[config.mk]
export PLATFORM = sky130hd
export DESIGN_NAME = bin2bcd_seq_flat
export DESIGN_NICKNAME = d
export VERILOG_FILES = /design/src/rtl/bcd_pkg.sv /design/src/rtl/bin2bcd_seq_if.sv /design/src/rtl/bcd_add3.sv /design/src/rtl/bin2bcd_seq.sv /design/src/flat_wrapper.sv
export SDC_FILE = /design/constraint.sdc
export NUM_CORES = 1
export LEC_CHECK = 0
export BUFFER_PORTS_ARGS = -buffer_cell sky130_fd_sc_hd__buf_2
export CORE_MARGIN = 2
export CORE_UTILIZATION = 35
export DETAILED_ROUTE_END_ITERATION = 10
export MAX_ROUTING_LAYER = met4
export PLACE_DENSITY = 0.51
export SLEW_MARGIN = 20
export SYNTH_ARGS = -nofsm -noshare
export SYNTH_HDL_FRONTEND = slang
export SYNTH_SLANG_ARGS = --single-unit
[constraint.sdc]
create_clock -name Clock -period 1.4 [get_ports Clock]
set_input_delay 0.07 -clock Clock [delete_from_list [all_inputs] [get_ports Clock]]
set_output_delay 0.07 -clock Clock [all_outputs]
set_load 0.02 [all_outputs]
[src/rtl/bcd_pkg.sv]
// Shared types and constants for the sequential binary-to-BCD converter.
// States, digit width, add-3 threshold and count-register sizing.
package bcd_pkg;

    typedef enum logic [1:0] {
        IDLE  = 2'd0,
        SHIFT = 2'd1,
        DONE  = 2'd2
    } state_t;

    localparam int BCD_W       = 4;
    localparam int ADD3_THRESH = 5;

    // Count must hold the value WIDTH itself, hence WIDTH+1.
    function automatic int cnt_w(input int width);
        return $clog2(width + 1);
    endfunction

endpackage

[src/rtl/bin2bcd_seq_if.sv]
// Request/result bundle between a binary source and the BCD converter.
// The master drives start/bin; the converter (slave) drives busy/done/bcd/overflow.
interface bin2bcd_seq_if #(
    parameter int WIDTH  = 8,
    parameter int DIGITS = 3
);
    logic                  start;
    logic [WIDTH-1:0]      bin;
    logic                  busy;
    logic                  done;
    logic [4*DIGITS-1:0]   bcd;
    logic                  overflow;

    modport master (output start, bin, input busy, done, bcd, overflow);
    modport slave  (input start, bin, output busy, done, bcd, overflow);
endinterface

[src/rtl/bcd_add3.sv]
// Double-dabble correction cell: a digit of 5 or more gets 3 added before the shift.
// Purely combinational, no flow control.
module bcd_add3
    import bcd_pkg::*;
(
    input  logic [BCD_W-1:0] i_dig,
    output logic [BCD_W-1:0] o_dig
);

    assign o_dig = (i_dig >= BCD_W'(ADD3_THRESH)) ? i_dig + BCD_W'(3) : i_dig;

endmodule

[src/rtl/bin2bcd_seq.sv]
// Sequential double-dabble converter, one input bit per clock; done WIDTH+1 cycles after accept.
// start is ignored while converting (no queueing); results hold until the next done pulse.
module bin2bcd_seq
    import bcd_pkg::*;
#(
    parameter int WIDTH  = 8,
    parameter int DIGITS = 3
) (
    input  logic          Clock,
    input  logic          Resetn,
    bin2bcd_seq_if.slave  bus
);

    localparam int CW = cnt_w(WIDTH);
    localparam int SW = BCD_W * DIGITS;

    state_t           r_state, w_state_nxt;
    logic [WIDTH-1:0] r_shift, w_shift_nxt;
    logic [SW-1:0]    r_scr,   w_scr_nxt;
    logic [SW-1:0]    w_adj;
    logic             r_ovf_scr, w_ovf_scr_nxt;
    logic [CW-1:0]    r_cnt,   w_cnt_nxt;
    logic             w_accept;

    logic             r_busy;
    logic             r_done;
    logic [SW-1:0]    r_bcd;
    logic             r_ovf;

    for (genvar k = 0; k < DIGITS; k++) begin : g_add3
        bcd_add3 u_add3 (
            .i_dig (r_scr[k*BCD_W +: BCD_W]),
            .o_dig (w_adj[k*BCD_W +: BCD_W])
        );
    end

    assign w_accept = bus.start && ((r_state == IDLE) || (r_state == DONE));

    always_comb begin
        w_state_nxt   = r_state;
        w_shift_nxt   = r_shift;
        w_scr_nxt     = r_scr;
        w_ovf_scr_nxt = r_ovf_scr;
        w_cnt_nxt     = r_cnt;

        case (r_state)
            IDLE, DONE: begin
                if (w_accept) begin
                    w_shift_nxt   = bus.bin;
                    w_scr_nxt     = '0;
                    w_ovf_scr_nxt = 1'b0;
                    w_cnt_nxt     = CW'(WIDTH);
                    w_state_nxt   = SHIFT;
                end else begin
                    w_state_nxt   = IDLE;
                end
            end
            SHIFT: begin
                // Bit leaving the top digit is a carry into a digit we don't have.
                w_shift_nxt   = r_shift << 1;
                w_scr_nxt     = {w_adj[SW-2:0], r_shift[WIDTH-1]};
                w_ovf_scr_nxt = r_ovf_scr | w_adj[SW-1];
                w_cnt_nxt     = r_cnt - CW'(1);
                if (r_cnt == CW'(1)) begin
                    w_state_nxt = DONE;
                end
            end
            default: w_state_nxt = IDLE;
        endcase
    end

    always_ff @(posedge Clock or negedge Resetn) begin
        if (!Resetn) begin
            r_state   <= IDLE;
            r_shift   <= '0;
            r_scr     <= '0;
            r_ovf_scr <= 1'b0;
            r_cnt     <= '0;
            r_busy    <= 1'b0;
            r_done    <= 1'b0;
            r_bcd     <= '0;
            r_ovf     <= 1'b0;
        end else begin
            r_state   <= w_state_nxt;
            r_shift   <= w_shift_nxt;
            r_scr     <= w_scr_nxt;
            r_ovf_scr <= w_ovf_scr_nxt;
            r_cnt     <= w_cnt_nxt;
            r_busy    <= (r_state == SHIFT);
            r_done    <= (r_state == DONE);
            if (r_state == DONE) begin
                r_bcd <= r_scr;
                r_ovf <= r_ovf_scr;
            end
        end
    end

    assign bus.busy     = r_busy;
    assign bus.done     = r_done;
    assign bus.bcd      = r_bcd;
    assign bus.overflow = r_ovf;

endmodule

[src/flat_wrapper.sv]
// flat-port wrapper written by rule: the top's interface ports become plain ports
module bin2bcd_seq_flat import bcd_pkg::*;
#(
    parameter int WIDTH  = 8,
    parameter int DIGITS = 3
)
  (Clock, Resetn, bus_start, bus_bin, bus_busy, bus_done, bus_bcd, bus_overflow);
  bin2bcd_seq_if #(.WIDTH(WIDTH), .DIGITS(DIGITS)) bus_i ();
  input  logic Clock;
  input  logic Resetn;
  input wire logic [$bits(bus_i.start)-1:0] bus_start;
  input wire logic [$bits(bus_i.bin)-1:0] bus_bin;
  output wire logic [$bits(bus_i.busy)-1:0] bus_busy;
  output wire logic [$bits(bus_i.done)-1:0] bus_done;
  output wire logic [$bits(bus_i.bcd)-1:0] bus_bcd;
  output wire logic [$bits(bus_i.overflow)-1:0] bus_overflow;
  assign bus_i.start = bus_start;
  assign bus_i.bin = bus_bin;
  assign bus_busy = bus_i.busy;
  assign bus_done = bus_i.done;
  assign bus_bcd = bus_i.bcd;
  assign bus_overflow = bus_i.overflow;
  bin2bcd_seq #(.WIDTH(WIDTH), .DIGITS(DIGITS)) u_core (.Clock(Clock), .Resetn(Resetn), .bus(bus_i));
endmodule
* Yosys cells after proc, flatten, opt, wreduce, memory -nomap -nowiden
Cells that the tools add are included.
** Operators by class
- Shift operators :: 0
- Multipliers :: 0
- Divide/modulo/power cells :: 0
- Equality and inequality tests :: 5
- Add/sub/neg operators :: 4
- Reduce and logical (&&, ||, !) cells :: 6
- Multiplexer cells :: 14
- Bitwise gates (word level) :: 1
- Order comparisons :: 3
** Operator list (number)
- case mux 12 bit (2 select lines) :: 1
- 2-to-1 mux 4 bit :: 4
- case mux 8 bit (2 select lines) :: 1
- adder 4 x 2 -> 4 bit, second input constant :: 3
- greater-or-equal comparator 4 x 3 -> 1 bit, second input constant :: 3
- 2-to-1 mux 12 bit :: 1
- 2-to-1 mux 8 bit :: 1
- case mux 4 bit (2 select lines) :: 1
- equality test 4 x 1 -> 1 bit, second input constant :: 1
- inequality test 2 x 1 -> 1 bit, second input constant :: 2
- case mux 2 bit (2 select lines) :: 1
- subtractor 4 x 1 -> 4 bit, second input constant :: 1
- equality test 2 x 1 -> 1 bit, second input constant :: 1
- equality test 2 bit, second input constant :: 1
- zero test 2 bit :: 1
- 2-to-1 mux 1 bit :: 2
- 2-to-1 mux 2 bit :: 1
- case mux 1 bit (2 select lines) :: 1
- AND reduction 2 bit :: 1
- nonzero test 2 bit :: 1
- OR reduction 2 bit :: 1
- logical AND 1 bit :: 1
- logical OR 1 bit :: 1
- OR 1 bit :: 1
** Storage, ports and cells
- Memories :: 0
- Logic and storage cells :: 42
- Output and inout port bits :: 15
- RAM bits :: 0
- Register bits :: 42
- Bits in latches :: 0
- Input bits :: 11
- Memory bits (read-only) :: 0

* Logic depth before layout (Yosys ltp)
Gate-level depths: netlist (run 1).
- Word-level depth :: 5
- Gate-level depth with buffers :: 6
- Depth with buffers taken out :: 6

* Cells and area by module
A second synthesis (run 1) with hierarchy kept.
** Unflattened totals
- Cells, all modules :: 169
- Area, all modules :: 2031.9 sq um
** By module, submodules not included
- bin2bcd_seq :: instances 1, sequential area each 1051.0 sq um, area each 1727.9 sq um, cells an instance 121
- bcd_add3 :: instances 3, sequential area each 0.0 sq um, area each 101.3 sq um, cells an instance 16

* Worst setup path after synthesis (run 1)
No wires, ideal clock.
- Kind :: flip-flop to flip-flop
- Start point :: reg u_core.r_scr[4]
- End point :: reg u_core.r_scr[6]
- Cell stages (with the launch flop) :: 7
- Buffers on the path :: 0
- Clock period less this slack :: 1.294 ns
- Path slack :: 0.106 ns
- Data required time :: 1.334 ns
- Setup time :: 0.066 ns
- Data arrival time :: 1.228 ns
- Path through :: dfrtp_1 > inv_1 > ha_1 > nand2b_1 > a21oi_2 > mux2i_1 > a22o_1
** Between the ends
- Cells in the longest elaborated chain, start to end :: 3
- Elaborated cells on any way between the ends :: 4
- Classes of those cells :: add/sub (1); order compare (1); mux (2)
** RTL lines
- from (decl) :: line bin2bcd_seq.sv:19 : logic [SW-1:0] r_scr, w_scr_nxt;
- from (signal assigned) :: line bin2bcd_seq.sv:86 : r_scr <= w_scr_nxt;
- adder 4 x 2 -> 4 bit / greater-or-equal comparator 4 x 3 -> 1 bit (equally long branches) :: line bcd_add3.sv:10 : assign o_dig = (i_dig >= BCD_W'(ADD3_THRESH)) ? i_dig + BCD_W'(3) : i_dig;
- 2-to-1 mux 4 bit * :: line bcd_add3.sv:10
- case mux 12 bit (2 select lines) * :: line bin2bcd_seq.sv:46 : case (r_state)
Every way passes the cells marked *; elsewhere a longest branch is shown, timed or not.
A chain may end at the register's enable or synchronous reset.

* Worst setup path after layout (run 1)
Same ends and word-level chain as after synthesis.

==> results_dict.tcl, run 1 <==
set metrics [dict create \
    ys.warnings.count 0 \
    drt_iter0_markers 71 \
    slew_headroom_pct 74.44 \
    clock_skew_ns 0.01380 \
    synth_seq_area_share_pct 54.76 \
    synthCells 185 \
    status "complete, no violations" \
    antenna_found_initial 0 \
    rows 26 \
    cts_tree "built" \
    io_buffer_count 25 \
    cap_violations 0 \
    cts.sinks 42 \
    ys_ff_latch 42 \
    track_usage_pct 14.15 \
    syn_avg_cell_area_sq_um 10.37 \
    fin_ws_ns 0.04648 \
    cp-end-kind "flip-flop" \
    diodes 0 \
    p_per_area_nw_per_um2 2409 \
    synthTopCellsByArea "dfrtp_1 (55%), nand2_1 (6.6%), ha_1 (5.2%)" \
    ant_nets 0 \
    start_kind "flip-flop" \
    syn2layout_area_growth_pct 27.38 \
    h-tree-depth 2 \
    worst_pin_slew_ns 0.3824 \
    ir_worst_vdd_v 0.001151 \
    preCtsSetupSlack_ns -0.03926 \
    hold_class "primary input to flip-flop" \
    p_leak_uw 0.001152 \
    min_period_ns 1.354 \
    dieArea_sq_um 6092 \
    finalNetCount 241 \
    max_freq_ghz 0.7388 \
    rr_endpoint "u_core.r_scr[6]$_DFFE_PN0P_" \
    final_common_cell "dfrtp_1" \
    drt_wl_total_microns 3832 \
    synth_top_area_share_pct 54.76 \
    cp.required_ns 1.62 \
    hpwl_microns 2558 \
    syn-cell-area_sq_um 1919 \
    hp-start "bus_bin[0]" \
    initial_core_util_pct 36.88 \
    rsz0062_at_grt "true" \
    clock_path_buffers 2 \
    synth_nets 204 \
    num_vias 1366 \
    layout_common_cells "dfrtp_1 (41), nand2_1 (33), buf_2 (25), o21ai_0 (18), buf_4 (10)" \
    overflow 0 \
    critical_path_class "flip-flop to flip-flop" \
    cts-root-buf "clkbuf_8" \
    final_core_util_pct 46.97 \
    synth_area_leader_cell "dfrtp_1" \
    hold_depth 2 \
    numCtsBuffers 5 \
    grt_pass1_vias 1433 \
    final-setup-viol-count 0 \
    clk_latency_ns 0.29 \
    grt_pass1_wl_microns 6651 \
    ys_types 28 \
    reg2regPathDepth 6 \
    post_drt_wl_per_cell_microns 13.08 \
    drive_above_1_share_pct 33.18 \
    io_pins 26 \
    arrival_ns 1.58 \
    grt_max_degree 43 \
    viasPerCell 4.662 \
    die_h_microns 78.05 \
    timing.rr.start "u_core.r_scr[4]$_DFFE_PN0P_" \
    place_congestion 0.7517 \
    worstPathMaxFanout 4 \
    dieWidth_microns 78.05 \
    path_clk_slew_ns 0.09 \
    finalHoldViolCount 0 \
    holdPathEnd "u_core.r_shift[0]$_DFFE_PN0P_" \
    timing.final.crit_share_pct 96.68 \
    final_max_slew_viol_count 0 \
    drc 0 \
    drt-pass1-iter-count 4 \
    coreArea_sq_um 5205 \
    r2r_setup_slack_ns 0.05 \
]
final cells by class:
| type | instances | area [sq um] |
|---|---|---|
| Clock inverter | 2 | 37.54 |
| Multi-Input combinational cell | 124 | 887.1 |
| Timing Repair Buffer | 39 | 270.3 |
| Sequential cell | 42 | 1052 |
| Fill cell | 517 | 2760 |
| Tap cell | 70 | 87.58 |
| Clock buffer | 6 | 72.57 |
| Inverter | 10 | 37.54 |
cells in the mapped netlist:
| cell | count |
|---|---|
| nand3_1 | 4 |
| nor4_4 | 1 |
| nor2b_1 | 1 |
| nor3_1 | 3 |
| a21oi_2 | 2 |
| nor2_4 | 1 |
| o311ai_1 | 1 |
| nor3b_1 | 4 |
| xnor2_1 | 4 |
| and2_1 | 1 |
| mux2i_1 | 2 |
| o21ai_1 | 3 |
| nor2_1 | 8 |
| a22o_1 | 4 |
| clkbuf_1 | 2 |
| a21oi_1 | 4 |
| buf_2 | 3 |
| o21ai_0 | 18 |
| dfrtp_1 | 42 |
| inv_1 | 9 |
| buf_4 | 4 |
| mux2_2 | 7 |
| a31oi_1 | 7 |
| xor2_1 | 1 |
| nand2b_1 | 6 |
| nand2_1 | 34 |
| ha_1 | 8 |
| inv_2 | 1 |
worst max-delay path by stage:
stage,startpoint,endpoint,slack (ns),depth (start not counted)
2_1_floorplan,u_core.r_scr[4]$_DFFE_PN0P_,u_core.r_scr[6]$_DFFE_PN0P_,0.11,6
5_1_grt,u_core.r_scr[5]$_DFFE_PN0P_,u_core.r_scr[6]$_DFFE_PN0P_,-0.04,6
6_report,u_core.r_scr[4]$_DFFE_PN0P_,u_core.r_scr[6]$_DFFE_PN0P_,0.05,6
4_1_cts,u_core.r_scr[5]$_DFFE_PN0P_,u_core.r_scr[6]$_DFFE_PN0P_,0.02,6
3_5_place_dp,u_core.r_scr[9]$_DFFE_PN0P_,u_core.r_scr[10]$_DFFE_PN0P_,-0.04,6
3_3_place_gp,u_core.r_scr[9]$_DFFE_PN0P_,u_core.r_scr[10]$_DFFE_PN0P_,0.04,6
worst max-delay path, cell delays in order (launching register included):
cell,delay [ns]
dfrtp_2,0.46
inv_2,0.09
ha_4,0.16
nand2b_4,0.06
a21oi_4,0.17
mux2i_1,0.20
a22o_1,0.14
per-layer routing:
layer	GRT usage [%]	up-vias	part of all wire (%)
met1	16.89	647	46
met5	-	-	0
li1	-	694	-
met4	5.263	0	1.5
met2	23.28	20	49
met3	3.563	5	2.7
metrics by stage:
stage          power, uW  TNS (ns)  area, sq um  std cells  hold slack (ns)
6_report            5889         0         2445        293          0.01030
4_1_cts             5564         0         2316        288         0.001731
3_3_place_gp        4405         0         2177        279          0.06276
2_1_floorplan       3819         0         1919        185          -0.2256
5_1_grt             6435  -0.08004         2445        293          0.01107
3_5_place_dp        4532   -0.1104         2177        279          0.06149
cells by family (layout without fill, tap and decap cells):
kind of cell | count (synthesis) | count (layout) | share of synthesized area, %
buffers and inverters | 19 | 57 | 4.693
muxes | 9 | 9 | 5.150
and+or+nand+nor | 63 | 63 | 15.91
adders and majority gates | 8 | 8 | 5.215
DFF | 42 | 42 | 54.76
AOI/OAI and AO/OA | 39 | 39 | 11.99
xor gates and xnor gates | 5 | 5 | 2.282
power breakdown:
group          internal [uW]  switching [uW]  total (uW)
Sequential              1740             428        2170
Combinational           1290            1480        2770
Clock                    532             417         950
Total                   3570            2320        5890
timing repair:
| item | in CTS | in global routing |
|---|---|---|
| buffers inserted | 0 | 5 |
| hold buffers | 1 | 0 |
| cloned | 0 | 0 |
| hold endpoints to repair | 42 | 0 |
| setup endpoints to repair | 4 | 11 |
| pin swaps | 2 | 7 |
| resized for setup | 6 | 18 |
state kept, by name, summed over array words and instances (netlist names):
register             count
u_core.r_scr            12
u_core.r_cnt             4
u_core.r_ovf_scr         1
u_core.bus.bcd          12
u_core.bus.busy          1
u_core.bus.done          1
u_core.bus.overflow      1
u_core.r_state           2
u_core.r_shift           8
Note: power is estimated with default switching activity, not from simulation.
==> run 2: changes to the inputs <==
CTS_BUF_LIST = sky130_fd_sc_hd__clkbuf_8   (was unset)
==> run 2 against run 1 <==
  * Flip-flop and latch count did not move
  * Setup slack got worse by 0.0017 ns
  * Clock skew barely moved
  * Critical path depth did not move
  * Largest cell class unchanged
  * Largest power group unchanged
==> results_dict.tcl, run 2 (synthesis gave the netlist of run 1 again) <==
set metrics [dict create \
    clock_path_buffers 2 \
    clock_skew_ns 0.01381 \
    post_drt_wl_per_cell_microns 13.13 \
    cap_violations 0 \
    rsz0062_at_grt "true" \
    clk_latency_ns 0.30 \
    antenna_found_initial 0 \
    finalHoldViolCount 0 \
    diodes 0 \
    place_congestion 0.7517 \
    drt_iter0_markers 69 \
    finalNetCount 240 \
    cts.sinks 42 \
    initial_core_util_pct 36.88 \
    hp-start "bus_bin[0]" \
    cts_tree "built" \
    num_vias 1378 \
    p_per_area_nw_per_um2 2411 \
    final_core_util_pct 46.83 \
    ant_nets 0 \
    hold_depth 2 \
    place_inst 279 \
    cts-root-buf "clkbuf_8" \
    dieWidth_microns 78.05 \
    placed_cell_area_sq_um 2177 \
    max_freq_ghz 0.7379 \
    hpwl_microns 2558 \
    totalPowerFinal_uw 5876 \
    drt_wl_total_microns 3833 \
    grt_pass1_vias 1433 \
    path_clk_slew_ns 0.09 \
    layout_common_cells "dfrtp_1 (41), nand2_1 (33), buf_2 (25), o21ai_0 (17), buf_4 (9)" \
    drt-pass1-iter-count 4 \
    holdPathEnd "u_core.r_shift[0]$_DFFE_PN0P_" \
    timing.final.crit_share_pct 96.80 \
    overflow 0 \
    io_buffer_count 25 \
    cp.required_ns 1.63 \
    die_h_microns 78.05 \
    grt_max_degree 43 \
    r2r_setup_slack_ns 0.04 \
    slew_headroom_pct 73.53 \
    io_pins 26 \
    dieArea_sq_um 6092 \
    timing.rr.start "u_core.r_scr[4]$_DFFE_PN0P_" \
    p_leak_uw 0.001151 \
    worst_pin_slew_ns 0.3960 \
    drc 0 \
    final-setup-viol-count 0 \
    viasPerCell 4.719 \
    status "complete, no violations" \
    final_common_cell "dfrtp_1" \
    reg2regPathDepth 6 \
    min_period_ns 1.355 \
    grt_pass1_wl_microns 6651 \
    drive_above_1_share_pct 32.88 \
    track_usage_pct 14.15 \
    start_kind "flip-flop" \
    holdWs_ns 0.007837 \
    h-tree-depth 2 \
    ir_worst_vdd_v 0.001162 \
    rr_endpoint "u_core.r_scr[6]$_DFFE_PN0P_" \
    final_max_slew_viol_count 0 \
    instances_no_fill 292 \
    hold_class "primary input to flip-flop" \
    critical_path_class "flip-flop to flip-flop" \
    rows 26 \
    numCtsBuffers 5 \
    arrival_ns 1.58 \
    syn2layout_area_growth_pct 26.99 \
    cp-end-kind "flip-flop" \
    worstPathMaxFanout 4 \
    finish.instance_area_sq_um 2437 \
    coreArea_sq_um 5205 \
]
-- run 2: critical path: stages, from the launching register on --
cell      delay [ns]
dfrtp_2         0.45
inv_2           0.09
ha_4            0.16
nand2b_4        0.06
a21oi_4         0.17
mux2i_1         0.21
a22o_1          0.14
-- run 2: final cells by class --
| class | count | area (sq um) |
|---|---|---|
| fill | 518 | 2768 |
| sequential | 42 | 1052 |
| multi-input combinational | 124 | 887.1 |
| timing repair buffer | 38 | 262.8 |
| tap | 70 | 87.58 |
| clock buffer | 5 | 68.82 |
| clock inverter | 3 | 41.29 |
| inverter | 10 | 37.54 |
-- run 2: through the flow --
stage          worst slack (ns)  setup TNS (ns)
2_1_floorplan            0.1062               0
3_3_place_gp            0.03707               0
3_5_place_dp           -0.03926         -0.1104
4_1_cts                 0.02010               0
5_1_grt                -0.04563        -0.07410
6_report                0.04475               0
-- run 2: how the worst max path moves through the flow --
stage | end | slack, ns | cells past startpoint | startpoint
floorplan | u_core.r_scr[6]$_DFFE_PN0P_ | 0.11 | 6 | u_core.r_scr[4]$_DFFE_PN0P_
finish | u_core.r_scr[6]$_DFFE_PN0P_ | 0.04 | 6 | u_core.r_scr[4]$_DFFE_PN0P_
global route | u_core.r_scr[6]$_DFFE_PN0P_ | -0.05 | 6 | u_core.r_scr[5]$_DFFE_PN0P_
detailed placement | u_core.r_scr[10]$_DFFE_PN0P_ | -0.04 | 6 | u_core.r_scr[9]$_DFFE_PN0P_
global placement | u_core.r_scr[10]$_DFFE_PN0P_ | 0.04 | 6 | u_core.r_scr[9]$_DFFE_PN0P_
CTS | u_core.r_scr[6]$_DFFE_PN0P_ | 0.02 | 6 | u_core.r_scr[5]$_DFFE_PN0P_
-- run 2: metal layers --
| layer | global-route usage (%) | vias to the layer above | wire length (microns) |
|---|---|---|---|
| li1 | - | 692 | - |
| met1 | 16.89 | 660 | 1773 |
| met2 | 23.28 | 21 | 1879 |
| met3 | 3.563 | 5 | 124 |
| met4 | 5.263 | 0 | 55 |
| met5 | - | - | 0 |
-- run 2: timing repair --
item | CTS | global route
resized for setup | 6 | 19
buffers inserted | 0 | 4
gates cloned | 0 | 0
hold endpoints to repair | 42 | 0
hold buffers | 1 | 0
pin swaps | 2 | 7
setup endpoints to repair | 4 | 11
-- run 2: report_power, final --
group	leakage [uW]	switching (uW)	total, uW	internal [uW]
clock	0.0000556	420	945	525
combinational	0.000570	1480	2760	1280
sequential	0.000526	428	2170	1740
